## config.mk

```make
export PLATFORM = sky130hd
export DESIGN_NAME = sweep4_seq_flat
export DESIGN_NICKNAME = d
export VERILOG_FILES = /design/src/rtl/sweep4_pkg.sv /design/src/rtl/sweep4_if.sv /design/src/rtl/sweep4_hold_cnt.sv /design/src/rtl/sweep4_seq.sv /design/src/flat_wrapper.sv
export SDC_FILE = /design/constraint.sdc
export NUM_CORES = 1
export LEC_CHECK = 0
export BUFFER_PORTS_ARGS = -buffer_cell sky130_fd_sc_hd__buf_2
export CORE_UTILIZATION = 49
export DETAILED_ROUTE_END_ITERATION = 12
export PLACE_DENSITY = 0.73
export SLEW_MARGIN = 0
export SYNTH_ARGS = -nofsm -noshare
export SYNTH_HDL_FRONTEND = slang
export SYNTH_SLANG_ARGS = --single-unit
```

## constraint.sdc

```tcl
create_clock -name clk -period 2.2 [get_ports clk]
set_input_delay 0.11 -clock clk [delete_from_list [all_inputs] [get_ports clk]]
set_output_delay 0.11 -clock clk [all_outputs]
set_load 0.01 [all_outputs]
```

## src/rtl/sweep4_pkg.sv

```systemverilog
// Shared definitions for the four-input truth-table sweeper.
package sweep4_pkg;

    typedef enum logic [1:0] {
        IDLE  = 2'd0,
        DRIVE = 2'd1,
        DONE  = 2'd2
    } state_t;

    localparam int NUM_VEC = 16;
    localparam int RESP_W  = 32;
    localparam int IDX_W   = 4;

endpackage

```

## src/rtl/sweep4_if.sv

```systemverilog
// Control, vector and response signals between the sweeper and its environment.
interface sweep4_if;
    import sweep4_pkg::*;

    logic               start;
    logic               abort;
    logic               a;
    logic               b;
    logic               c;
    logic               d;
    logic               f_in;
    logic               g_in;
    logic [IDX_W-1:0]   vec_idx;
    logic               busy;
    logic               done;
    logic [RESP_W-1:0]  resp;

    modport master (
        output start, abort, f_in, g_in,
        input  a, b, c, d, vec_idx, busy, done, resp
    );

    modport slave (
        input  start, abort, f_in, g_in,
        output a, b, c, d, vec_idx, busy, done, resp
    );
endinterface

```

## src/rtl/sweep4_hold_cnt.sv

```systemverilog
// Counts how long the current vector has been held; flags the sampling cycle.
module sweep4_hold_cnt #(
    parameter int unsigned HOLD_CYCLES = 20
) (
    input  logic clk,
    input  logic rst,
    input  logic clear,
    input  logic enable,
    output logic last
);
    logic [7:0] count;

    assign last = (count == 8'(HOLD_CYCLES - 1));

    // Count 0..HOLD_CYCLES-1 and wrap, so the next vector starts from zero.
    always_ff @(posedge clk) begin
        if (rst || clear) begin
            count <= 8'd0;
        end else if (enable) begin
            count <= last ? 8'd0 : count + 8'd1;
        end
    end
endmodule

```

## src/rtl/sweep4_seq.sv

```systemverilog
// Steps a 4-bit vector through all 16 values, holding each for HOLD_CYCLES
// cycles and capturing the two downstream responses at the end of each hold.
module sweep4_seq
    import sweep4_pkg::*;
#(
    parameter int unsigned HOLD_CYCLES = 20
) (
    input  logic     clk,
    input  logic     rst,
    sweep4_if.slave  bus
);
    if (HOLD_CYCLES == 0 || HOLD_CYCLES > 255) begin : g_bad_hold
        $error("sweep4_seq: HOLD_CYCLES must be in 1..255");
    end

    state_t              state_q;
    state_t              state_d;
    logic [IDX_W-1:0]    vec_q;
    logic [IDX_W-1:0]    vec_d;
    logic [RESP_W-1:0]   resp_q;
    logic [RESP_W-1:0]   resp_d;
    logic                cnt_clear;
    logic                cnt_enable;
    logic                last;

    sweep4_hold_cnt #(.HOLD_CYCLES(HOLD_CYCLES)) u_hold (
        .clk    (clk),
        .rst    (rst),
        .clear  (cnt_clear),
        .enable (cnt_enable),
        .last   (last)
    );

    // State, vector index and captured responses.
    always_ff @(posedge clk) begin
        if (rst) begin
            state_q <= IDLE;
            vec_q   <= '0;
            resp_q  <= '0;
        end else begin
            state_q <= state_d;
            vec_q   <= vec_d;
            resp_q  <= resp_d;
        end
    end

    // Next-state logic; abort is checked after the capture so a sampling-cycle
    // abort still keeps that vector's responses.
    always_comb begin
        state_d    = state_q;
        vec_d      = vec_q;
        resp_d     = resp_q;
        cnt_clear  = 1'b0;
        cnt_enable = 1'b0;
        case (state_q)
            IDLE: begin
                if (bus.start) begin
                    state_d   = DRIVE;
                    vec_d     = '0;
                    resp_d    = '0;
                    cnt_clear = 1'b1;
                end
            end
            DRIVE: begin
                cnt_enable = 1'b1;
                if (last) begin
                    resp_d[{vec_q, 1'b0} +: 2] = {bus.f_in, bus.g_in};
                    if (vec_q == IDX_W'(NUM_VEC - 1)) begin
                        state_d = DONE;
                    end else begin
                        vec_d = vec_q + 1'b1;
                    end
                end
                if (bus.abort) begin
                    state_d   = IDLE;
                    vec_d     = vec_q;
                    cnt_clear = 1'b1;
                end
            end
            DONE: begin
                state_d = IDLE;
            end
            default: begin
                state_d = IDLE;
            end
        endcase
    end

    assign bus.busy                     = (state_q == DRIVE);
    assign bus.done                     = (state_q == DONE);
    assign {bus.a, bus.b, bus.c, bus.d} = bus.busy ? vec_q : 4'b0000;
    assign bus.vec_idx                  = vec_q;
    assign bus.resp                     = resp_q;
endmodule

```

## src/flat_wrapper.sv

```systemverilog
// flat-port wrapper written by rule: the top's interface ports become plain ports
module sweep4_seq_flat import sweep4_pkg::*;
#(
    parameter int unsigned HOLD_CYCLES = 20
)
  (clk, rst, bus_start, bus_abort, bus_f_in, bus_g_in, bus_a, bus_b, bus_c, bus_d, bus_vec_idx, bus_busy, bus_done, bus_resp);
  sweep4_if bus_i ();
  input  logic clk;
  input  logic rst;
  input wire logic [$bits(bus_i.start)-1:0] bus_start;
  input wire logic [$bits(bus_i.abort)-1:0] bus_abort;
  input wire logic [$bits(bus_i.f_in)-1:0] bus_f_in;
  input wire logic [$bits(bus_i.g_in)-1:0] bus_g_in;
  output wire logic [$bits(bus_i.a)-1:0] bus_a;
  output wire logic [$bits(bus_i.b)-1:0] bus_b;
  output wire logic [$bits(bus_i.c)-1:0] bus_c;
  output wire logic [$bits(bus_i.d)-1:0] bus_d;
  output wire logic [$bits(bus_i.vec_idx)-1:0] bus_vec_idx;
  output wire logic [$bits(bus_i.busy)-1:0] bus_busy;
  output wire logic [$bits(bus_i.done)-1:0] bus_done;
  output wire logic [$bits(bus_i.resp)-1:0] bus_resp;
  assign bus_i.start = bus_start;
  assign bus_i.abort = bus_abort;
  assign bus_i.f_in = bus_f_in;
  assign bus_i.g_in = bus_g_in;
  assign bus_a = bus_i.a;
  assign bus_b = bus_i.b;
  assign bus_c = bus_i.c;
  assign bus_d = bus_i.d;
  assign bus_vec_idx = bus_i.vec_idx;
  assign bus_busy = bus_i.busy;
  assign bus_done = bus_i.done;
  assign bus_resp = bus_i.resp;
  sweep4_seq #(.HOLD_CYCLES(HOLD_CYCLES)) u_core (.clk(clk), .rst(rst), .bus(bus_i));
endmodule
```

==> results of run 1 <==
==> worst max-delay path, stage by stage (launching register included) <==
cell and delay (ns):
dfxtp_1 0.34, inv_1 0.06, ha_1 0.32, or4b_1 0.55, a31oi_1 0.28, o21ai_0 0.14, a22oi_1 0.17, nor2_1 0.06
==> area by class of cell <==
type,count,area (sq um),area share
clock inverters,3,68.8,0.0244
inverters,6,22.5,0.00799
repair buffers,56,303,0.107
clock buffers,5,68.8,0.0244
flip-flops and latches,46,921,0.327
well taps,67,83.8,0.0297
multi-input cells,205,1350,0.479
==> per-layer routing <==
layer  vias up  wire (um)
met5         -          0
met4         0         44
met3         5        307
met2        72       2520
met1      1054       2750
li1       1099          -
==> through the flow <==
step	cells	hold WS, ns	util	setup WS [ns]	area [sq um]
6_report	388	0.0308	0.597	0.142	2820
3_3_place_gp	380	0.334	0.560	0.181	2640
3_5_place_dp	380	0.339	0.560	0.137	2640
4_1_cts	388	0.0187	0.589	0.105	2780
2_1_floorplan	275	0.188	-	0.0286	2400
5_1_grt	388	0.0281	0.597	-0.0169	2820
==> cells in the final DEF, fill, tap and decap left out, drive strengths merged, types with 4 or more instances in the layout <==
master / n
buf: 56
a211oi: 4
nand2: 15
or2: 9
o21ai: 11
inv: 6
ha: 5
xor2: 5
a31oi: 11
a21oi: 10
a22oi: 20
nand2b: 6
dfxtp: 46
clkbuf: 5
nand3: 14
o211ai: 4
a32o: 4
nand4: 6
nor2: 37
==> report_power, final <==
group | switching (mW) | total (mW) | internal (mW)
sequential | 0.00242 | 0.837 | 0.834
clock | 0.305 | 0.760 | 0.455
combinational | 0.0615 | 0.0864 | 0.0249
==> sequential cells by signal, summed over array words and instances, names as in the netlist <==
| register | count |
|---|---|
| u_core.state_q | 2 |
| u_core.bus.vec_idx | 4 |
| u_core.u_hold.count | 8 |
| u_core.bus.resp | 32 |
==> cells by family (layout without fill, tap and decap cells) <==
| group | count (synthesis) | count (layout) | share of synthesized area |
|---|---|---|---|
| AO/OA/AOI/OAI | 72 | 72 | 0.202 |
| XOR/XNOR | 7 | 7 | 0.0256 |
| adder cells (fa/ha/maj) | 5 | 5 | 0.0261 |
| buffers and inverters | 24 | 70 | 0.0683 |
| flip-flops | 46 | 46 | 0.384 |
| multiplexers | 2 | 2 | 0.00887 |
| AND/OR/NAND/NOR | 119 | 119 | 0.285 |
==> how the worst min path moves through the flow <==
stage,from,end,slack [ns],cells past startpoint
3_3_place_gp,bus_abort,u_core.state_q[1],0.33,2
5_1_grt,bus_abort,u_core.state_q[1],0.03,2
3_5_place_dp,bus_abort,u_core.state_q[1],0.34,2
4_1_cts,bus_abort,u_core.state_q[1],0.02,2
6_report,bus_abort,u_core.state_q[1],0.03,2
2_1_floorplan,bus_abort,u_core.state_q[1],0.19,1
==> results by group, run 1 <==
Floorplan
  – Initial Utilization: 0.508
  – Die area: 5180 sq um
  – Row cnt: 25
  – Ports: 48
  – DIE HEIGHT: 72.0 um
  – Die width: 72.0 um
  – Core Area: 4720 sq um

Clock tree
  – H-tree depth: 2
  – CTS tree: built
  – Clock tree buffer depth: 2
  – Post-CTS Setup Inserts: 0
  – Clock-pin transition on the worst setup and hold timing paths: 0.09 ns
  – Hold-fix buffers at CTS: 0
  – TritonCTS Sinks: 46
  – Post-CTS resize count: 0
  – Worst skew pair latency: 0.30 ns
  – CTS buffer count: 5
  – Clock root cell: clkbuf_8

Logic synthesis
  – Most instantiated library cell after synthesis: dfxtp_1
  – Asr flop ratio synth: 0
  – Post-synth top cells: dfxtp_1, nor2_1, a22oi_1, nand2_1, nand3_1
  – Library cells used by synthesis: 55
  – Main synth FF type: dfxtp_1
  – Synth area leader: dfxtp_1
  – Synthesized instance count: 275
  – EDFF count, synth: 0
  – Synthesized area: 2400 sq um
  – Post-synth top area share: 0.384
  – Post-Syn Area per Cell: 8.72 sq um
  – Largest cells by area after synthesis: dfxtp_1, a22oi_1, nor2_1
  – Mapped Nets: 286
  – Sequential share of the synthesized area: 0.384
  – #FFs+latches synth: 46
  – Yosys Warn Count: 0

Detailed routing
  – Final WL: 5620 um
  – Antenna-violating nets left: 0
  – DRC Markers: 0
  – Pre-antenna DRT Iters: 4
  – Initial DRC count: 174
  – Total number of vias: 2230
  – Via density per instance: 5.75
  – WL per Instance: 14.5 um

GRT
  – Global router's overall resource usage: 0.225
  – First-pass GRT wire length: 9110 um
  – Initial antenna violation count: 0
  – Pin count of the biggest net entering global routing: 39
  – Vias in the first global route: 1925
  – Layer with the highest usage: met2
  – GR Overflow Total: 0
  – Met1 Usage GRT: 0.312
  – GR Util met3: 0.0556
  – Met2 track demand over resource: 0.347

Setup path
  – Worst setup EP type: flop
  – R2R Path End: u_core.bus.resp[4]
  – Crit path DAT: 2.24 ns
  – FF-to-FF setup slack: 0.14 ns
  – Setup crit end: u_core.bus.resp[4]
  – Worst R2R Path Depth: 7
  – Critical path peak fanout: 12
  – Reg2reg start: u_core.bus.vec_idx[0]
  – CP Launch Point: u_core.bus.vec_idx[0]
  – Critical Path Start Type: flop
  – CP Data Required Time: 2.38 ns
  – Critical setup path kind: flop to flop

Pwr
  – Total Power: 1.68 mW
  – PD cells: 597 nW/um^2
  – Static Leak: 1.07 nW
  – VDD IR max: 355 uV

Timing
  – Setup TNS: 0 ns
  – Clock skew: 0.00976 ns
  – Slew headroom: 0.541
  – Worst-Margin Slew: 0.688 ns
  – Fin crit period: 2.06 ns
  – Final hold vios: 0
  – FMAX: 0.486 GHz
  – Setup violators final: 0
  – Part of the cycle the worst path needs: 0.935
  – Final slew viol count: 0
  – Unrepaired setup endpoints after global routing: yes

Layout
  – Area growth, synth to finish: 17.5%
  – Layout cell share with drive strength beyond 1: 0.274
  – Fillers: 436
  – Inserted Diodes: 0
  – Nets: 331

Placement
  – Port Buffer Count: 47
  – Routability cong.: 0.829
  – Final HPWL DP: 3910 um

Status
  – Outcome: complete, no violations

Worst hold path
  – Hold/Removal Path Class: primary input to flop

Flow run
  – Max-cap violation count: 0
Note: power is estimated with default switching activity, not from simulation.
==> run 2: changes to the inputs <==
RECOVER_POWER = 100   (was unset)
==> results by group, run 2 (same netlist as run 1, synthesis figures left out) <==
Worst hold path
  – Hold/Removal Path Class: primary input to flop
  – Hold Crit Start: bus_abort
  – Worst Hold Path EP: u_core.state_q[1]
  – Worst hold path depth: 2

Setup path
  – Worst setup EP type: flop
  – Worst R2R Path Depth: 7
  – CP Buf/Inv Count: 1
  – Slowest stage cell, crit path: a211oi_1
  – Crit path DAT: 2.24 ns
  – Ordered list of cells on the worst path: inv_1 > ha_1 > or3b_1 > a211oi_1 > o21ai_1 > a22oi_1 > nor2_1
  – FF-to-FF setup slack: 0.13 ns
  – Reg2reg start: u_core.bus.vec_idx[1]
  – Critical setup path kind: flop to flop
  – CP Data Required Time: 2.37 ns
  – Critical path peak fanout: 12
  – Critical Path Start Type: flop
  – Crit-path max cell delay: 0.44 ns
  – Delay-heaviest family, CP: compound AO/OA/AOI/OAI gates
  – R2R Path End: u_core.bus.resp[21]

Timing
  – Clock skew: 0.00725 ns
  – Fin crit period: 2.07 ns
  – Slew headroom: 0.541
  – Worst-Margin Slew: 0.689 ns
  – Final slew viol count: 0
  – Hold WS: 0.0277 ns
  – FMAX: 0.483 GHz
  – Unrepaired setup endpoints after global routing: yes
  – Part of the cycle the worst path needs: 0.942
  – Setup violators final: 0
  – Setup TNS: 0 ns
  – Final hold vios: 0

Detailed routing
  – WL per Instance: 14.6 um
  – Final WL: 5660 um
  – DRC Markers: 0
  – Antenna-violating nets left: 0
  – Pre-antenna DRT Iters: 5
  – Total number of vias: 2197
  – Initial DRC count: 161
  – Via density per instance: 5.66

Placement
  – Port Buffer Count: 47
  – Routability cong.: 0.829
  – Dpl cells: 380
  – Final HPWL DP: 3910 um

Pwr
  – Switching Share: 0.219
  – Static Leak: 0.912 nW
  – Int Power: 1.31 mW
  – PD cells: 608 nW/um^2
  – Seq pwr share: 0.497
  – Total Power: 1.68 mW
  – VDD IR max: 355 uV
  – Psw: 368 uW
  – Clk network pwr share: 0.452
  – Comb pwr share: 0.051

Clock tree
  – H-tree depth: 2
  – Post-CTS Setup Inserts: 0
  – Clock tree buffer depth: 2
  – Clock root cell: clkbuf_8
  – CTS tree: built
  – Clock-pin transition on the worst setup and hold timing paths: 0.09 ns
  – Worst skew pair latency: 0.30 ns
  – TritonCTS Sinks: 46
  – CTS buffer count: 5

GRT
  – GR Overflow Total: 0
  – Vias in the first global route: 1925
  – Initial antenna violation count: 0
  – Pin count of the biggest net entering global routing: 39
  – Global router's overall resource usage: 0.225
  – First-pass GRT wire length: 9110 um

Layout
  – Commonest non-fill, non-tap cell in the layout: dfxtp_1
  – Most frequent cells in the layout: dfxtp_1, nor2_1, clkbuf_1, a22oi_1, nand2_1
  – Area growth, synth to finish: 15.4%
  – Inserted Diodes: 0
  – Largest register FFs: 32
  – Nets: 331
  – Utilization after layout: 0.586
  – Fillers: 449
  – Fin cells: 388
  – Layout cell share with drive strength beyond 1: 0.159

Floorplan
  – Core Area: 4720 sq um
  – Die area: 5180 sq um
  – DIE HEIGHT: 72.0 um
  – Die width: 72.0 um
  – Initial Utilization: 0.508
  – Row cnt: 25
  – Ports: 48

Status
  – Outcome: complete, no violations

Flow run
  – Max-cap violation count: 0
==> run 2: per-layer routing <==
metal,vias up,routed length [um],global-route usage
met1,1038,2850,0.312
met4,0,45,0.0675
met2,55,2510,0.347
met5,-,0,0
met3,7,254,0.0556
li1,1097,-,-
==> run 2: worst max-delay path by stage <==
stage | start | end | slack [ns] | cells after the start
finish | u_core.bus.vec_idx[1] | u_core.bus.resp[21] | 0.13 | 7
global placement | u_core.bus.vec_idx[1] | u_core.bus.resp[8] | 0.18 | 7
CTS | u_core.bus.vec_idx[0] | u_core.bus.resp[10] | 0.11 | 7
floorplan | u_core.bus.vec_idx[0] | u_core.bus.resp[4] | 0.03 | 9
global route | u_core.bus.vec_idx[1] | u_core.bus.resp[4] | -0.02 | 7
detailed placement | u_core.bus.vec_idx[0] | u_core.bus.resp[11] | 0.14 | 7
==> run 2: per-stage QoR <==
| stage | worst slack (ns) | cell area [sq um] |
|---|---|---|
| after floorplan | 0.0286 | 2400 |
| after global placement | 0.181 | 2640 |
| after detailed placement | 0.137 | 2640 |
| after CTS | 0.105 | 2780 |
| after global routing | -0.0169 | 2770 |
| final | 0.128 | 2770 |
==> run 2: repair_timing <==
action / in CTS / in global routing
gates resized for setup: 0 / 7
hold buffers: 0 / 0
endpoints found under the setup margin: 0 / 9
==> run 2: final cells by class <==
class | count | area [sq um] | area share
multi-input combinational | 205 | 1350 | 0.487
inverter | 6 | 22.5 | 0.00813
timing repair buffer | 56 | 255 | 0.0922
clock buffer | 5 | 68.8 | 0.0249
sequential | 46 | 921 | 0.333
clock inverter | 3 | 68.8 | 0.0249
tap | 67 | 83.8 | 0.0303
==> run 2: power groups by stage <==
stage | combinational, mW | clock, mW | sequential, mW
finish | 0.0862 | 0.760 | 0.837
floorplan | 0.0674 | 0 | 0.856
CTS | 0.0862 | 0.771 | 0.837
detailed placement | 0.0856 | 0 | 0.856
global placement | 0.0844 | 0 | 0.856
global route | 0.0945 | 0.808 | 0.837
==> run 2: worst register-to-register path: cells and delay by family (launching register included) <==
kind            cells  cell delay [ns]
flops               1             0.33
fa+ha+maj           1             0.32
buf+inv             1             0.08
compound gates      3             0.72
simple gates        2             0.49
